--- src/rtl/mips_pkg.sv ---
// mips_pkg: shared types and constants for the memory-port arbiter.
//   arb_state_t      - arbiter FSM states
//   arb_grant_t      - which requester was granted most recently
//   MEM_TIMEOUT_DATA - read data returned on a watchdog-forced completion
package mips_pkg;

    typedef enum logic [1:0] {
        ARB_IDLE    = 2'd0,
        ARB_IF_BUSY = 2'd1,
        ARB_D_BUSY  = 2'd2
    } arb_state_t;

    typedef enum logic {
        GRANT_IF = 1'b0,
        GRANT_D  = 1'b1
    } arb_grant_t;

    localparam logic [31:0] MEM_TIMEOUT_DATA = 32'hDEADBEEF;

endpackage

--- src/rtl/mem_arb_watchdog.sv ---
// mem_arb_watchdog: wait-cycle counter and sticky timeout flag for mem_port_arbiter.
// Ports:
//   clk, reset - clock and synchronous active-high reset
//   busy       - arbiter holds a granted transaction this cycle
//   grant      - a new transaction is granted at the coming edge (clears the count)
//   mem_ready  - memory completion
//   expire     - force completion this cycle (combinational)
//   timeout    - sticky error flag, cleared only by reset
module mem_arb_watchdog
    import mips_pkg::*;
#(
    parameter int unsigned TIMEOUT = 255
) (
    input  logic clk,
    input  logic reset,
    input  logic busy,
    input  logic grant,
    input  logic mem_ready,
    output logic expire,
    output logic timeout
);

    localparam int unsigned CntW = $clog2(TIMEOUT + 1);

    logic [CntW-1:0] cnt_q;
    logic            timeout_q;
    logic            waiting;

    assign waiting = busy && !mem_ready;

    // cnt_q counts completed wait cycles, so the wait cycle that brings the
    // total to TIMEOUT is the one seen with cnt_q == TIMEOUT-1.
    assign expire  = waiting && (cnt_q == CntW'(TIMEOUT - 1));
    assign timeout = timeout_q;

    always_ff @(posedge clk) begin
        if (reset) begin
            cnt_q     <= '0;
            timeout_q <= 1'b0;
        end else begin
            if (grant) begin
                cnt_q <= '0;
            end else if (waiting && !expire) begin
                cnt_q <= cnt_q + 1'b1;
            end
            if (expire) begin
                timeout_q <= 1'b1;
            end
        end
    end

endmodule

--- src/rtl/mem_port_arbiter.sv ---
// mem_port_arbiter: shares one 32-bit memory port between instruction fetch (if_*)
// and the load/store stage (d_*). One transaction in flight; alternates grants
// under contention; a mandatory IDLE cycle follows every completion.
// Ports:
//   clk, reset                      - clock, synchronous active-high reset
//   if_req/if_addr                  - fetch request, held until if_ready
//   if_ready/if_rdata               - fetch completion pulse and data (0 otherwise)
//   d_read/d_write/d_addr/d_wdata/d_be - data request, held until d_ready
//   d_ready/d_rdata                 - data completion pulse and load data (0 otherwise)
//   mem_addr/mem_wdata/mem_we/mem_re - registered memory strobes
//   mem_ready/mem_rdata             - memory completion and read data
//   mem_timeout                     - sticky watchdog flag
// Build option: define MEM_ARB_WATCHDOG_EN to force completion after TIMEOUT
// wait cycles; without it mem_timeout is tied 0 and BUSY waits indefinitely.
module mem_port_arbiter
    import mips_pkg::*;
#(
    parameter int unsigned ADDR_W  = 30,
    parameter int unsigned TIMEOUT = 255
) (
    input  logic              clk,
    input  logic              reset,
    input  logic              if_req,
    input  logic [ADDR_W-1:0] if_addr,
    output logic              if_ready,
    output logic [31:0]       if_rdata,
    input  logic              d_read,
    input  logic              d_write,
    input  logic [ADDR_W-1:0] d_addr,
    input  logic [31:0]       d_wdata,
    input  logic [3:0]        d_be,
    output logic              d_ready,
    output logic [31:0]       d_rdata,
    output logic [ADDR_W-1:0] mem_addr,
    output logic [31:0]       mem_wdata,
    output logic [3:0]        mem_we,
    output logic              mem_re,
    input  logic              mem_ready,
    input  logic [31:0]       mem_rdata,
    output logic              mem_timeout
);

    arb_state_t        state_q, state_d;
    arb_grant_t        last_grant_q, last_grant_d;
    logic [ADDR_W-1:0] addr_q;
    logic [31:0]       wdata_q;
    logic [3:0]        we_q;
    logic              re_q;

    logic        d_req;
    logic        busy;
    logic        grant;
    logic        expire;
    logic        done;
    logic [31:0] rsp_data;

    assign d_req = d_read | d_write;
    assign busy  = (state_q != ARB_IDLE);

`ifdef MEM_ARB_WATCHDOG_EN
    mem_arb_watchdog #(
        .TIMEOUT(TIMEOUT)
    ) u_watchdog (
        .clk      (clk),
        .reset    (reset),
        .busy     (busy),
        .grant    (grant),
        .mem_ready(mem_ready),
        .expire   (expire),
        .timeout  (mem_timeout)
    );
`else
    // TIMEOUT has no role without the watchdog.
    logic unused_timeout;
    assign unused_timeout = ^TIMEOUT;
    assign expire         = 1'b0;
    assign mem_timeout    = 1'b0;
`endif

    // mem_ready is only meaningful while a transaction is held.
    assign done = busy && (mem_ready || expire);

    always_comb begin
        state_d      = state_q;
        last_grant_d = last_grant_q;
        unique case (state_q)
            ARB_IDLE: begin
                // On contention the requester not granted last wins.
                if (d_req && (!if_req || last_grant_q == GRANT_IF)) begin
                    state_d      = ARB_D_BUSY;
                    last_grant_d = GRANT_D;
                end else if (if_req) begin
                    state_d      = ARB_IF_BUSY;
                    last_grant_d = GRANT_IF;
                end
            end
            ARB_IF_BUSY, ARB_D_BUSY: begin
                if (done) begin
                    state_d = ARB_IDLE;
                end
            end
            default: state_d = ARB_IDLE;
        endcase
    end

    assign grant = (state_q == ARB_IDLE) && (state_d != ARB_IDLE);

    always_ff @(posedge clk) begin
        if (reset) begin
            state_q      <= ARB_IDLE;
            last_grant_q <= GRANT_IF;
            addr_q       <= '0;
            wdata_q      <= '0;
            we_q         <= '0;
            re_q         <= 1'b0;
        end else begin
            state_q      <= state_d;
            last_grant_q <= last_grant_d;
            if (grant) begin
                if (state_d == ARB_D_BUSY) begin
                    addr_q  <= d_addr;
                    wdata_q <= d_wdata;
                    // A simultaneous read and write is treated as a write.
                    we_q    <= d_write ? d_be : 4'b0000;
                    re_q    <= !d_write;
                end else begin
                    addr_q  <= if_addr;
                    wdata_q <= '0;
                    we_q    <= 4'b0000;
                    re_q    <= 1'b1;
                end
            end else if (done) begin
                we_q <= 4'b0000;
                re_q <= 1'b0;
            end
        end
    end

    assign mem_addr  = addr_q;
    assign mem_wdata = wdata_q;
    assign mem_we    = we_q;
    assign mem_re    = re_q;

    assign if_ready = (state_q == ARB_IF_BUSY) && done;
    assign d_ready  = (state_q == ARB_D_BUSY) && done;

    assign rsp_data = expire ? MEM_TIMEOUT_DATA : mem_rdata;

    assign if_rdata = if_ready ? rsp_data : 32'h0;
    // Stores return no data unless the watchdog forced the completion.
    assign d_rdata  = (d_ready && (re_q || expire)) ? rsp_data : 32'h0;

endmodule

--- config.mk ---
export PLATFORM = sky130hd
export DESIGN_NAME = mem_port_arbiter
export DESIGN_NICKNAME = d
export VERILOG_FILES = /design/src/rtl/mips_pkg.sv /design/src/rtl/mem_arb_watchdog.sv /design/src/rtl/mem_port_arbiter.sv
export SDC_FILE = /design/constraint.sdc
export NUM_CORES = 1
export LEC_CHECK = 0
export CAP_MARGIN = 20
export CORE_MARGIN = 2
export CORE_UTILIZATION = 24
export DETAILED_ROUTE_END_ITERATION = 8
export DONT_BUFFER_PORTS = 1
export PLACE_DENSITY = 0.44
export SYNTH_ARGS = -nofsm -noshare
export SYNTH_HDL_FRONTEND = slang
export SYNTH_HIERARCHICAL = 1
export SYNTH_SLANG_ARGS = --single-unit
--- constraint.sdc ---
create_clock -name clk -period 2.1 [get_ports clk]
set_input_delay 0.42 -clock clk [delete_from_list [all_inputs] [get_ports clk]]
set_output_delay 0.42 -clock clk [all_outputs]
set_load 0.01 [all_outputs]
Word-level counts from Yosys, hierarchy flattened:

Index checks and enable logic that the tools add are counted.

* equal/unequal tests: 3
* multiplexer cells: 17
* bitwise gates (word level): 2
* reduce and logical (&&, ||, !) cells: 16

Operators by type and width (number)
* 2-to-1 mux 32 bit: 3
* 2-to-1 mux 30 bit: 1
* 2-to-1 mux 4 bit: 4
* nonzero test 2 bit: 4
* logical AND 1 bit: 6
* 2-to-1 mux 2 bit: 3
* 2-to-1 mux 1 bit: 5
* equality test 2 bit, second input constant: 2
* one-hot mux 2 bit (2 select lines): 1
* equality test 2 x 1 -> 1 bit, second input constant: 1
* logical NOT 1 bit: 2
* logical NOT 2 bit: 1
* AND reduction 2 bit: 1
* OR reduction 2 bit: 1
* logical OR 1 bit: 1
* NOT 1 bit: 1
* bitwise OR 1 bit: 1

* bits in registers: 70
* input port bits: 134
* output and inout port bits: 134
* logic and storage cells: 44

Depth between registers and ports, before layout:

* depth after elaboration: 8
* gate-level depth with buffers: 10
* mapped depth without buffers: 7

Worst setup path before layout:

No wires, ideal clock.

* path type: register to output
* start: register state_q[0]
* end: output d_rdata[10]
* arrival: 1.729 ns
* data required time: 1.680 ns
* slack: -0.049 ns
* stages on the path, launching flop included: 8
* path buffers: 2
* cells stage by stage: dfxtp_1 inv_1 ha_1 and2b_1 buf_4 and3_1 clkbuf_1 and2_1

* word-level cells in the longest chain between the ends: 5
* elaborated cells between the ends (all ways): 6
* those cells by class: eq/ne (1); mux (1); reduce/logical (4)

RTL lines
* from (decl): RTL line mem_port_arbiter.sv:43 `arb_state_t state_q, state_d;`
* from (signal assigned): RTL line mem_port_arbiter.sv:117 `state_q <= state_d;`
* nonzero test 2 bit: RTL line mem_port_arbiter.sv:58 `assign busy = (state_q != ARB_IDLE);`
* logical AND 1 bit: RTL line mem_port_arbiter.sv:81 `assign done = busy && (mem_ready || expire);`
* logical AND 1 bit *: RTL line mem_port_arbiter.sv:145 `assign d_ready = (state_q == ARB_D_BUSY) && done;`
* logical AND 1 bit *: RTL line mem_port_arbiter.sv:151 `assign d_rdata = (d_ready && (re_q || expire)) ? rsp_data : 32'h0;`
* 2-to-1 mux 32 bit *: RTL line mem_port_arbiter.sv:151
* to (decl): RTL line mem_port_arbiter.sv:33 `output logic [31:0] d_rdata,`

Mark *: on every way between the ends. The rest lies on a longest branch, timed or not.

Worst setup path in the final report:

* start: register state_q[1]
* end: output d_rdata[20]

Same word-level chain as after synthesis.

==> summary.md <==
| Metric | Value |
|---|---|
| Wire length on met1 | between 4000 and 5000 µm |
| Post-synthesis sequential area ratio | 0.378 |
| Power per cell area | around 1300 mW/mm² |
| H-Tree Depth | 3 |
| Initial antenna violation count | 0 |
| Die Y | around 130 µm |
| DRT antenna net count | 0 |
| IO Pins | 268 |
| CP arrival | about 1700 ps |
| Syn Area/Cell | between 8 and 9 µm² |
| GPL Wtd Cong | 0.782 |
| EDFF count, synth | 0 |
| Remaining DRCs | 0 |
| Slew Viols, Final | 0 |
| Clk sinks | 70 |
| Combinational fraction of design power | 0.418 |
| Starting DRT DRC Count | between 100 and 150 |
| RR Startpoint | state_q[1]$_SDFF_PP0_ |
| Final core occ | 0.300 |
| Share of the synthesized area in the top cell type | 0.378 |
| Overall Global Routing Usage | 0.137 |
| Startpoint Class | flip-flop |
| Syn nets | 583 |
| Die Area | 0.0165 mm² |
| Initial DRT Pass Iterations | 4 |
| Port Buffers | 0 |
| Synth top area cells | dfxtp_1, a211oi_2, a21oi_2 |
| Final Hold Vio Count | 0 |
| Sw Ratio | 0.397 |
| Synth area leader | dfxtp_1 |
| Finished Layout Cells | 636 |
| Flops & latches, synth | 70 |
| Leak pwr | 1.72 nW |
| FF-to-FF End | mem_we[1]$_SDFFE_PP0P_ |
| Max rail drop VDD | 0.000462 V |
| Setup-failing EPs final | 36 |
| Hold path endpoint | mem_addr[13]$_SDFFE_PP0P_ |
| First-pass GRT wire length | 16900 µm |
| Synth cell types | 37 |
| Area delta synth->final | 22.7% |
| CTS tree | done |
| Clock-pin slew on the worst setup and hold paths | around 60 ps |
| Worst Setup End Kind | output port |
| Avg WL per Cell | 19.5 µm |
| Clock Path Buffers | 2 |
| DR WL met2 | roughly 6600 µm |
| HPWL after detailed placement | 8470 µm |
| Vias in the first global route | 3144 |
| Warnings from Yosys | 6 |
| Row count | 45 |
| Layout cell share with drive strength beyond 1 | 0.339 |
| Switching power | roughly 0.0023 W |
| Syn Inst Count | 445 |
| Post-synth top cells | dfxtp_1, nand2_1, a21oi_1 |
| Via count | 3309 |
| Worst EP required | 1680 ps |
| Min cycle time layout | 2160 ps |
| Crit Path Class | reg -> out |
| Met3 WL | between 1000 and 1500 µm |
| Pint | 0.00348 W |
| Clk root buf | clkbuf_16 |
| Max Cap Viol | 0 |
| Avg Vias per Cell | 5.20 |
| Final period utilization | 1.03 |
| Hold path cells | 1 |
| Syn Std Cell Area | about 0.0037 mm² |
| Power share of the clock group | 0.233 |
| FF-to-FF path depth | 9 |
| Ys async rst share | 0 |
| CTS Buf Count | 9 |
| Clk Latency, worst-skew pair | 340 ps |
| Antenna diode count | 0 |
| R2R Setup Slk | -20 ps |
| CTS hold repair buffers | 0 |
| CP max FO | 16 |
| Max layer used | met4 |
| Die width | 128 µm |
| Core footprint | about 0.015 mm² |
| Initial Util | 0.245 |
| Peak Freq | 464 MHz |
| Placed insts | 612 |
| Reg power frac | 0.349 |
| Hold/Removal Path Class | in -> reg |
| Top-count cell post-synth | dfxtp_1 |
| Fin nets | 582 |
| Total gr overflow | 0 |
| Hold wc startpoint | reset |
| Run status | finished with violations |
| Final wirelength | 12400 µm |
| RSZ-0062 raised after global routing | yes |
| Top_reg_cell synth | dfxtp_1 |
| Largest net degree at the start of global routing | 75 |
| Failing checks | setup timing |
| Setup WS post-layout | -56.9 ps |
| Worst Skew | 7.16 ps |
| Place WS | -109 ps |
-- state kept, by name, summed over array words and instances (netlist names) --
signal	count
mem_wdata	32
mem_addr	30
mem_we	4
state_q	2
last_grant_q	1
mem_re	1
-- power groups by stage --
stage / sequential, W / combinational (W) / clock [W]
final: 0.00202 / 0.00241 / 0.00135
after global routing: 0.00205 / 0.00263 / 0.00148
after CTS: 0.00202 / 0.00224 / 0.00140
after detailed placement: 0.00204 / 0.00215 / 0
after global placement: 0.00204 / 0.00211 / 0
after floorplan: 0.00196 / 0.00164 / 0
-- metal layers --
layer | vias to the layer above | GRT usage
met2 | 193 | 0.254
met3 | 24 | 0.0509
met4 | 0 | 0.0653
met5 | - | 0
met1 | 1564 | 0.134
li1 | 1528 | -
-- cell type report --
class                   count  area (µm²)
inverters                   3        11.3
well taps                 188         235
multi-input cells         329        2210
clock buffers              11         233
fillers                  1557       10600
repair buffers             31         424
flip-flops and latches     70        1400
clock inverters             4        25.0
-- how the worst max path moves through the flow --
| stage | start | endpoint | slack (ps) | cells after the start |
|---|---|---|---|---|
| 2_1_floorplan | state_q[0]$_SDFF_PP0_ | d_rdata[10] | -50 | 7 |
| 3_3_place_gp | state_q[0]$_SDFF_PP0_ | mem_we[1]$_SDFFE_PP0P_ | -30 | 8 |
| 3_5_place_dp | state_q[1]$_SDFF_PP0_ | mem_we[1]$_SDFFE_PP0P_ | -110 | 8 |
| 4_1_cts | state_q[1]$_SDFF_PP0_ | d_rdata[30] | -70 | 7 |
| 5_1_grt | state_q[1]$_SDFF_PP0_ | d_rdata[17] | -120 | 7 |
| 6_report | state_q[1]$_SDFF_PP0_ | d_rdata[20] | -60 | 7 |
-- critical path: stages (launching register included) --
cell and delay, ps:
dfxtp_2 330, inv_2 50, ha_4 150, and2b_2 220
buf_6 90, and3_4 230, buf_12 160, and2_4 160
-- timing repair --
action	4_1_cts	5_1_grt
hold endpoints to repair	0	0
endpoints found under the setup margin	102	120
gates resized for setup	51	5
gates cloned	1	2
buffers inserted	3	3
pin swaps	2	5
-- metrics by stage --
stage               power [W]  setup TNS [ps]  hold WS [ps]  cell area (µm²)
finish                0.00577           -1730           145             4550
global route          0.00616           -7080           118             4550
CTS                   0.00567           -3050           124             4440
detailed placement    0.00419            -931           489             3990
global placement      0.00415           -89.6           484             3990
floorplan             0.00360           -1460           476             3710
-- cell families after synthesis --
kind of cell	Yosys count	share of synthesized area
and+or+nand+nor	212	0.285
AOI/OAI and AO/OA	112	0.254
DFF	70	0.378
buffers and inverters	46	0.0685
adders and majority gates	4	0.0135
other	1	0.00101
-- layout by cell type (no fill, tap or decap), types with 2 or more instances in the layout --
master,count
ha_1,3
nor2_1,32
buf_12,10
nand4b_1,4
dfxtp_1,68
nand2_1,65
clkinvlp_4,2
clkinv_2,2
nand3_1,33
a21oi_2,28
buf_4,15
a211oi_1,2
dfxtp_2,2
and3_2,2
clkbuf_1,2
inv_2,2
nand2b_1,5
o21ai_0,2
buf_6,3
and2_4,32
and3_1,30
o21ai_1,5
a211oi_2,28
a21oi_1,36
clkbuf_16,11
No activity file was read; power rests on OpenSTA's default activity.
